File: config.mk
export PLATFORM = sky130hd
export DESIGN_NAME = breakout_game_ctrl
export DESIGN_NICKNAME = d
export VERILOG_FILES = /design/src/rtl/breakout_game_ctrl.sv
export SDC_FILE = /design/constraint.sdc
export NUM_CORES = 1
export LEC_CHECK = 0
export BUFFER_PORTS_ARGS = -buffer_cell sky130_fd_sc_hd__buf_2
export CORE_ASPECT_RATIO = 1.25
export CORE_UTILIZATION = 28
export DETAILED_ROUTE_END_ITERATION = 8
export HOLD_SLACK_MARGIN = 0.15
export PLACE_DENSITY_LB_ADDON = 0.08
export SYNTH_ARGS = -nofsm -noshare
export SYNTH_HDL_FRONTEND = slang
export SYNTH_SLANG_ARGS = --single-unit
File: constraint.sdc
create_clock -name clock_i -period 2.62 [get_ports clock_i]
set_input_delay 0.524 -clock clock_i [delete_from_list [all_inputs] [get_ports clock_i]]
set_output_delay 0.524 -clock clock_i [all_outputs]
set_load 0.01 [all_outputs]
File: src/rtl/breakout_game_ctrl.sv
// Purpose : game-flow sequencer for breakout (serve/play/pause/level/lives/game-over).
// Latency : every output is registered and updates on the edge that samples frame_tick_i.
// Backpressure: none; inputs are sampled pulses/levels and outputs are frame-rate status.
//
// Ports
//   clock_i        pixel clock
//   reset_n_i      asynchronous active-low reset
//   frame_tick_i   one-cycle pulse at the last pixel of each frame
//   launch_n_i     launch button, active-low, asynchronous
//   ball_lost_i    one-cycle pulse, ball reached the bottom row
//   wall_empty_i   level, all bricks gone
//   ball_hold_o    ball parked on the paddle
//   ball_run_o     ball free to advance
//   wall_reload_o  one-clock pulse, restore all bricks
//   lives_o        remaining lives
//   level_o        current level, 0-based
//   speed_o        ball step per frame (level + 1)
//   game_over_o    end-of-game screen selected
//   state_o        FSM state code, for debug
module breakout_game_ctrl #(
    parameter int LIVES        = 3,
    parameter int SERVE_FRAMES = 60,
    parameter int PAUSE_FRAMES = 90,
    parameter int MAX_LEVEL    = 3
) (
    input  logic       clock_i,
    input  logic       reset_n_i,
    input  logic       frame_tick_i,
    input  logic       launch_n_i,
    input  logic       ball_lost_i,
    input  logic       wall_empty_i,
    output logic       ball_hold_o,
    output logic       ball_run_o,
    output logic       wall_reload_o,
    output logic [2:0] lives_o,
    output logic [1:0] level_o,
    output logic [1:0] speed_o,
    output logic       game_over_o,
    output logic [2:0] state_o
);

    typedef enum logic [2:0] {
        S_IDLE  = 3'd0,
        S_SERVE = 3'd1,
        S_PLAY  = 3'd2,
        S_LOST  = 3'd3,
        S_CLEAR = 3'd4,
        S_OVER  = 3'd5
    } state_e;

    state_e     state_q, state_d;
    logic [7:0] timer_q, timer_d;
    logic [2:0] lives_q, lives_d;
    logic [1:0] level_q, level_d;
    logic [1:0] speed_q, speed_d;
    logic       hold_q, hold_d;
    logic       run_q, run_d;
    logic       reload_q, reload_d;
    logic       over_q, over_d;
    logic       lost_q, lost_d;
    // Two-flop synchroniser for the button, then a per-frame sample for edge detection.
    logic       launch_meta_q, launch_sync_q;
    logic       launch_prev_q, launch_prev_d;

    logic       press;
    logic       lost_hit;

    always_comb begin
        state_d       = state_q;
        timer_d       = timer_q;
        lives_d       = lives_q;
        level_d       = level_q;
        reload_d      = 1'b0;
        // Button counts as a press only on a released->pressed change between frame samples.
        press         = frame_tick_i & launch_prev_q & ~launch_sync_q;
        launch_prev_d = frame_tick_i ? launch_sync_q : launch_prev_q;
        // A loss arriving on the tick cycle itself still belongs to this frame.
        lost_hit      = lost_q | ball_lost_i;
        lost_d        = (state_q == S_PLAY) && !frame_tick_i && lost_hit;

        if (frame_tick_i) begin
            case (state_q)
                S_IDLE, S_OVER: begin
                    if (press) begin
                        state_d  = S_SERVE;
                        lives_d  = 3'(LIVES);
                        level_d  = 2'd0;
                        reload_d = 1'b1;
                    end
                end
                S_SERVE: begin
                    timer_d = timer_q + 8'd1;
                    if (press || timer_q == 8'(SERVE_FRAMES - 1)) state_d = S_PLAY;
                end
                S_PLAY: begin
                    // A cleared wall wins over a simultaneous lost ball.
                    if (wall_empty_i) begin
                        state_d = S_CLEAR;
                    end else if (lost_hit) begin
                        if (lives_q == 3'd1) begin
                            state_d = S_OVER;
                            lives_d = 3'd0;
                        end else begin
                            state_d = S_LOST;
                            lives_d = lives_q - 3'd1;
                        end
                    end
                end
                S_LOST: begin
                    timer_d = timer_q + 8'd1;
                    if (timer_q == 8'(PAUSE_FRAMES - 1)) state_d = S_SERVE;
                end
                S_CLEAR: begin
                    timer_d = timer_q + 8'd1;
                    if (timer_q == 8'(PAUSE_FRAMES - 1)) begin
                        state_d  = S_SERVE;
                        reload_d = 1'b1;
                        if (level_q < 2'(MAX_LEVEL - 1)) level_d = level_q + 2'd1;
                    end
                end
                default: state_d = S_IDLE;
            endcase
            if (state_d != state_q) timer_d = 8'd0;
        end

        hold_d  = (state_d == S_IDLE) || (state_d == S_SERVE) ||
                  (state_d == S_LOST) || (state_d == S_CLEAR);
        run_d   = (state_d == S_PLAY);
        over_d  = (state_d == S_OVER);
        speed_d = level_d + 2'd1;
    end

    always_ff @(posedge clock_i or negedge reset_n_i) begin
        if (!reset_n_i) begin
            state_q       <= S_IDLE;
            timer_q       <= 8'd0;
            lives_q       <= 3'(LIVES);
            level_q       <= 2'd0;
            speed_q       <= 2'd1;
            hold_q        <= 1'b1;
            run_q         <= 1'b0;
            reload_q      <= 1'b0;
            over_q        <= 1'b0;
            lost_q        <= 1'b0;
            launch_meta_q <= 1'b1;
            launch_sync_q <= 1'b1;
            launch_prev_q <= 1'b1;
        end else begin
            state_q       <= state_d;
            timer_q       <= timer_d;
            lives_q       <= lives_d;
            level_q       <= level_d;
            speed_q       <= speed_d;
            hold_q        <= hold_d;
            run_q         <= run_d;
            reload_q      <= reload_d;
            over_q        <= over_d;
            lost_q        <= lost_d;
            launch_meta_q <= launch_n_i;
            launch_sync_q <= launch_meta_q;
            launch_prev_q <= launch_prev_d;
        end
    end

    assign ball_hold_o   = hold_q;
    assign ball_run_o    = run_q;
    assign wall_reload_o = reload_q;
    assign lives_o       = lives_q;
    assign level_o       = level_q;
    assign speed_o       = speed_q;
    assign game_over_o   = over_q;
    assign state_o       = state_q;

endmodule
# Word-level counts from Yosys, hierarchy flattened

Cells that the tools add are included.

Add/subtract/negate cells: 4
Equality and inequality tests: 17
Order comparisons: 1
Reductions and logical operators: 16
Bitwise gates (word level): 4
Mux-type cells: 25

Operator list:

| operator            | number |
|---|---|
| $mux 3              | 12 |
| $mux 8              | 2 |
| $eq 3x2->1 const B  | 4 |
| $eq 3x3->1 const B  | 4 |
| $pmux 3 s4          | 1 |
| $eq 3x1->1 const B  | 3 |
| $add 8x1->8 const B | 1 |
| $eq 8x6->1 const B  | 1 |
| $eq 8x7->1 const B  | 1 |
| $mux 2              | 4 |
| $logic_not 3->1     | 2 |
| $ne 2x2->1 const B  | 3 |
| $pmux 3 s2          | 1 |
| $reduce_and 5->1    | 1 |
| $add 2x1->2 const B | 2 |
| $logic_or 1x1->1    | 4 |
| $pmux 2 s2          | 1 |
| $reduce_bool 2->1   | 2 |
| $reduce_or 2->1     | 2 |
| $mux 1              | 3 |
| $ne 3x3->1          | 1 |
| $reduce_or 3->1     | 1 |
| $sub 3x1->3 const B | 1 |
| $and 1x1->1         | 2 |
| other kinds (7)     | 8 |

Logic and storage cells: 80
Register bits: 26

# Logic depth before layout (Yosys ltp)

Depth in word-level cells: 11
Gate-level depth with buffers: 9

# Worst setup path after synthesis

OpenSTA, ideal clock, no wires.

Path type: register -> register
Start point: register lives_q[1] (netlist: lives_o[1])
End point: register timer_q[0]
Data required time: 2556 ps
Path buffers: 1
Path slack: 348 ps
Library setup time: 64 ps
Stages on the path, launching flop included: 10
Arrival time: 2208 ps
Cells stage by stage: dfstp_2 inv_1 ha_1 nor2b_1 a2111oi_0 nor3_1 a2111o_1 buf_6 nor4b_2 a21o_1

Word-level cells in the longest chain between the ends: 9
Elaborated cells between the ends (all ways): 10

RTL lines:

| what                        | line | text |
|---|---|---|
| start, declared             | 53   | `logic [2:0] lives_q, lives_d;` |
| start signal, assigned      | 137  | `lives_q <= 3'(LIVES);` |
| start signal, assigned      | 151  | `lives_q <= lives_d;` |
| $eq 3x1->1 *                | 100  | `if (lives_q == 3'd1) begin` |
| $mux 3 *                    | 100  |  |
| $mux 3 *                    | 99   | `end else if (lost_hit) begin` |
| $mux 3 *                    | 97   | `if (wall_empty_i) begin` |
| $pmux 3 s4 *                | 82   | `case (state_q)` |
| $mux 3 *                    | 81   | `if (frame_tick_i) begin` |
| $ne 3x3->1 *                | 123  | `if (state_d != state_q) timer_d = 8'd0;` |
| $reduce_bool 2->1 (no line) | n/a  |  |
| $reduce_and 2->1 (no line)  | n/a  |  |
| end signal, assigned        | 150  | `timer_q <= timer_d;` |
| end, declared               | 52   | `logic [7:0] timer_q, timer_d;` |

Mark *: on every way between the ends. The rest lies on a longest branch, timed or not. The select of a mux whose other input is x is not followed.
A chain may end at the register's enable or synchronous reset.

# Worst setup path after layout

Start point: register lives_q[1] (netlist: lives_o[1])
End point: register timer_q[1]

The elaborated chain is that of the path after synthesis.

==> summary.txt <==
Global route
  – Pin count of the biggest net entering global routing: 27
  – Vias in the first global route: 1200
  – Gr usage total: 0.1315
  – Global-route wire length before repair: 5.733 mm
  – Total gr overflow: 0
  – Initial antenna violation count: 0

Placement
  – Placed cell areas: 0.001669 mm2
  – RD Place Congestion: 0.7358
  – IO Port Bufs: 19
  – HPWL reported at the end of detailed placement: 2.446 mm

Routing
  – WL/cell: 14.45 um
  – Drc violations: 0
  – Routed WL: 3.366 mm
  – Via count: 1211
  – Drt first-iter violations: 61
  – 1st-pass router iterations: 4
  – Vias per Instance: 5.197
  – Final ANT Viol Nets: 0

Timing
  – Min cycle time layout: 2.486 ns
  – F_max: 402.2 MHz
  – RSZ-0062 raised after global routing: false
  – Fin Setup TNS: 0 ns
  – Final setup violating endpoints: 0
  – Slew headroom: 0.6030
  – Final hold vios: 0
  – Worst Max-Slew Pin Slew: 0.5955 ns
  – Max-slew violation count: 0
  – Clock skew: 0.002217 ns
  – Fin crit share: 0.9490

Pwr
  – Worst-case vdd ir drop: 0.2989 mV
  – Comb pwr share: 0.422
  – Sw Ratio: 0.4040
  – Clk pwr share: 0.182
  – Power per cell area: 1064 mW/mm2
  – P_leak: 0.0008092 uW
  – Int Pwr: 1106 uW
  – P_sw: 749.4 uW
  – Sequential Power Share: 0.395

Run status
  – Status: finished clean

Synth
  – Synth Warn #: 0
  – Cells after Synth: 154
  – Unique cell type count in the Yosys netlist: 50
  – Seq/Total Area, Yosys: 0.4323
  – Mean Syn Cell Area: 9.904 um2
  – Synth area leaders: dfrtp_1 31%, dfstp_2 12%, ha_1 4.1%
  – Synthesized flop and latch total: 26
  – Synth Flop Type: dfrtp_1
  – Top-area cell type share of the netlist area: 0.3117
  – Number of enable flip-flop cells after synthesis: 0
  – Post-synth net total: 165
  – Ys async rst share: 1.000
  – Post-Synthesis Cell Area: 0.001525 mm2
  – Cell taking the most area after synthesis: dfrtp_1

CTS
  – CTS Root Cell: clkbuf_8
  – Clk sink count: 26
  – Cts bufs inserted: 3
  – Clock transition at the registers of the reported paths: 0.10 ns
  – Clock Latency Late Sink: 0.27 ns
  – Hold_buf cts: 0
  – CTS H-Tree Depth: 1
  – Postcts setup bufs: 0
  – Post-CTS sizing: 0
  – TritonCTS clock tree: built
  – Clock buffer depth: 2

Cells and area
  – FILL cells: 541
  – Antenna diodes: 0
  – Share of layout cells above drive strength 1: 0.2456
  – Design Area, Final: 0.001743 mm2
  – Multi-input gate area: 790.8 um2
  – Nets: 183
  – Area Growth Syn to Fin: 14.27%
  – Reg area: 659.4 um2

Setup path
  – Top delay family on crit path: compound AO/OA/AOI/OAI gates
  – Reg2Reg Depth: 8
  – RR Startpoint: lives_o[1]
  – Critical R2R Capture: timer_q[1]
  – Setup CP Type: flip-flop to flip-flop
  – Worst Setup End Kind: flip-flop
  – Crit path DAT: 2.71 ns
  – Slowest cell on crit path: dfstp_2
  – Worst Path Buf+Inv: 1
  – Worst path cell trace: inv_1 -> ha_1 -> nor2b_1 -> a2111oi_1 -> nor3_1 -> a2111o_2 -> nor4b_2 -> a21o_1
  – Data required time of the worst path: 2.84 ns
  – FF-to-FF setup slack: 0.13 ns
  – Kind of start point of the critical path: flip-flop
  – Worst Path Max Fanout: 11
  – CP peak stage delay: 0.55 ns

Floorplanning
  – Initial core utilization: 0.2960
  – I/O pin cnt: 20
  – Total core area: 0.005152 mm2
  – Number of cell rows: 29
  – Area of the die: 0.005748 mm2
  – Chip height: 84.52 um
  – Die width: 68.02 um

Min path
  – Hold Path Class: primary input to async pin

Flow run
  – MaxCap Viol Count: 0
-- power groups by stage --
stage	combinational (uW)	sequential [uW]	clock [uW]
floorplan	602	707	0
global placement	771	737	0
detailed placement	785	743	0
CTS	792	735	360
global route	895	773	376
finish	784	733	338
-- stage by stage --
stage          hold slack [ns]  instances    util  setup slack [ns]  power (uW)
2_1_floorplan           0.2284        154       -            0.3485        1310
3_3_place_gp            0.3475        229  0.3239            0.1818        1509
3_5_place_dp            0.3515        229  0.3239           0.05253        1528
4_1_cts                 0.2686        233  0.3378           0.01200        1886
5_1_grt                 0.2846        233  0.3383           0.02138        2043
6_report                0.2458        233  0.3383            0.1336        1855
-- worst max path at each step --
stage | endpoint | slack (ns) | from | depth (start not counted)
2_1_floorplan | timer_q[0] | 0.35 | lives_o[1] | 9
3_3_place_gp | timer_q[0] | 0.18 | lives_o[1] | 8
3_5_place_dp | timer_q[0] | 0.05 | lives_o[1] | 8
4_1_cts | timer_q[0] | 0.01 | lives_o[1] | 8
5_1_grt | timer_q[1] | 0.02 | lives_o[1] | 8
6_report | timer_q[1] | 0.13 | lives_o[1] | 8
-- final cells by class --
type                    instances  area share
multi-input cells             110      0.4537
flip-flops and latches         26      0.3783
repair buffers                 20     0.05887
well taps                      62     0.04451
clock buffers                   3     0.02369
inverters                      11     0.02369
clock inverters                 1     0.01723
-- placed cells by master (no fill, tap or decap), types with 2 or more instances in the layout --
cell type / Yosys / layout
nand2_1: 5 / 5
a21oi_1: 5 / 5
o22ai_1: 3 / 3
mux2i_1: 4 / 4
nor2b_1: 3 / 3
o21ai_0: 8 / 7
o221ai_1: 3 / 3
and2_1: 2 / 2
a21o_1: 4 / 4
nand2b_1: 2 / 2
nor3b_1: 2 / 2
or3b_2: 2 / 2
nor4b_2: 3 / 3
nand3b_1: 3 / 3
mux2_2: 2 / 2
or3_1: 2 / 2
and3b_1: 2 / 2
inv_1: 11 / 11
nand3_1: 7 / 7
dfstp_2: 7 / 7
buf_2: 2 / 19
o2bb2ai_1: 4 / 4
a31oi_1: 2 / 2
nor2_1: 11 / 11
ha_1: 5 / 5
a41oi_1: 2 / 2
clkbuf_8: 0 / 3
nor3_1: 4 / 4
dfrtp_1: 19 / 19
-- synthesized netlist by cell type (all sizes together), types with 5 or more instances --
library cell,number
a21oi,5
dfstp,7
a21o,5
nand3,7
ha,5
o21ai,8
nor2,11
dfrtp,19
nand2,5
inv,11
-- routing by layer --
metal,part of all wire,GRT usage
met5,0,0
met4,0.0071,0.04545
met3,0.028,0.01630
met2,0.51,0.2175
met1,0.45,0.1713
-- logic make-up after synthesis --
| group | Yosys count | synth area share |
|---|---|---|
| simple gates | 58 | 0.2437 |
| compound gates | 41 | 0.1912 |
| flops | 26 | 0.4323 |
| buf+inv | 18 | 0.05086 |
| mux | 6 | 0.04102 |
| fa+ha+maj | 5 | 0.04102 |
-- sequential cells by signal, summed over array words and instances, names as in the netlist --
register / cells
lives_o: 3
launch_sync_q: 1
speed_o: 2
launch_meta_q: 1
lost_q: 1
launch_prev_q: 1
state_o: 3
wall_reload_o: 1
ball_run_o: 1
timer_q: 8
ball_hold_o: 1
level_o: 2
game_over_o: 1
Note: power is estimated with default switching activity, not from simulation.
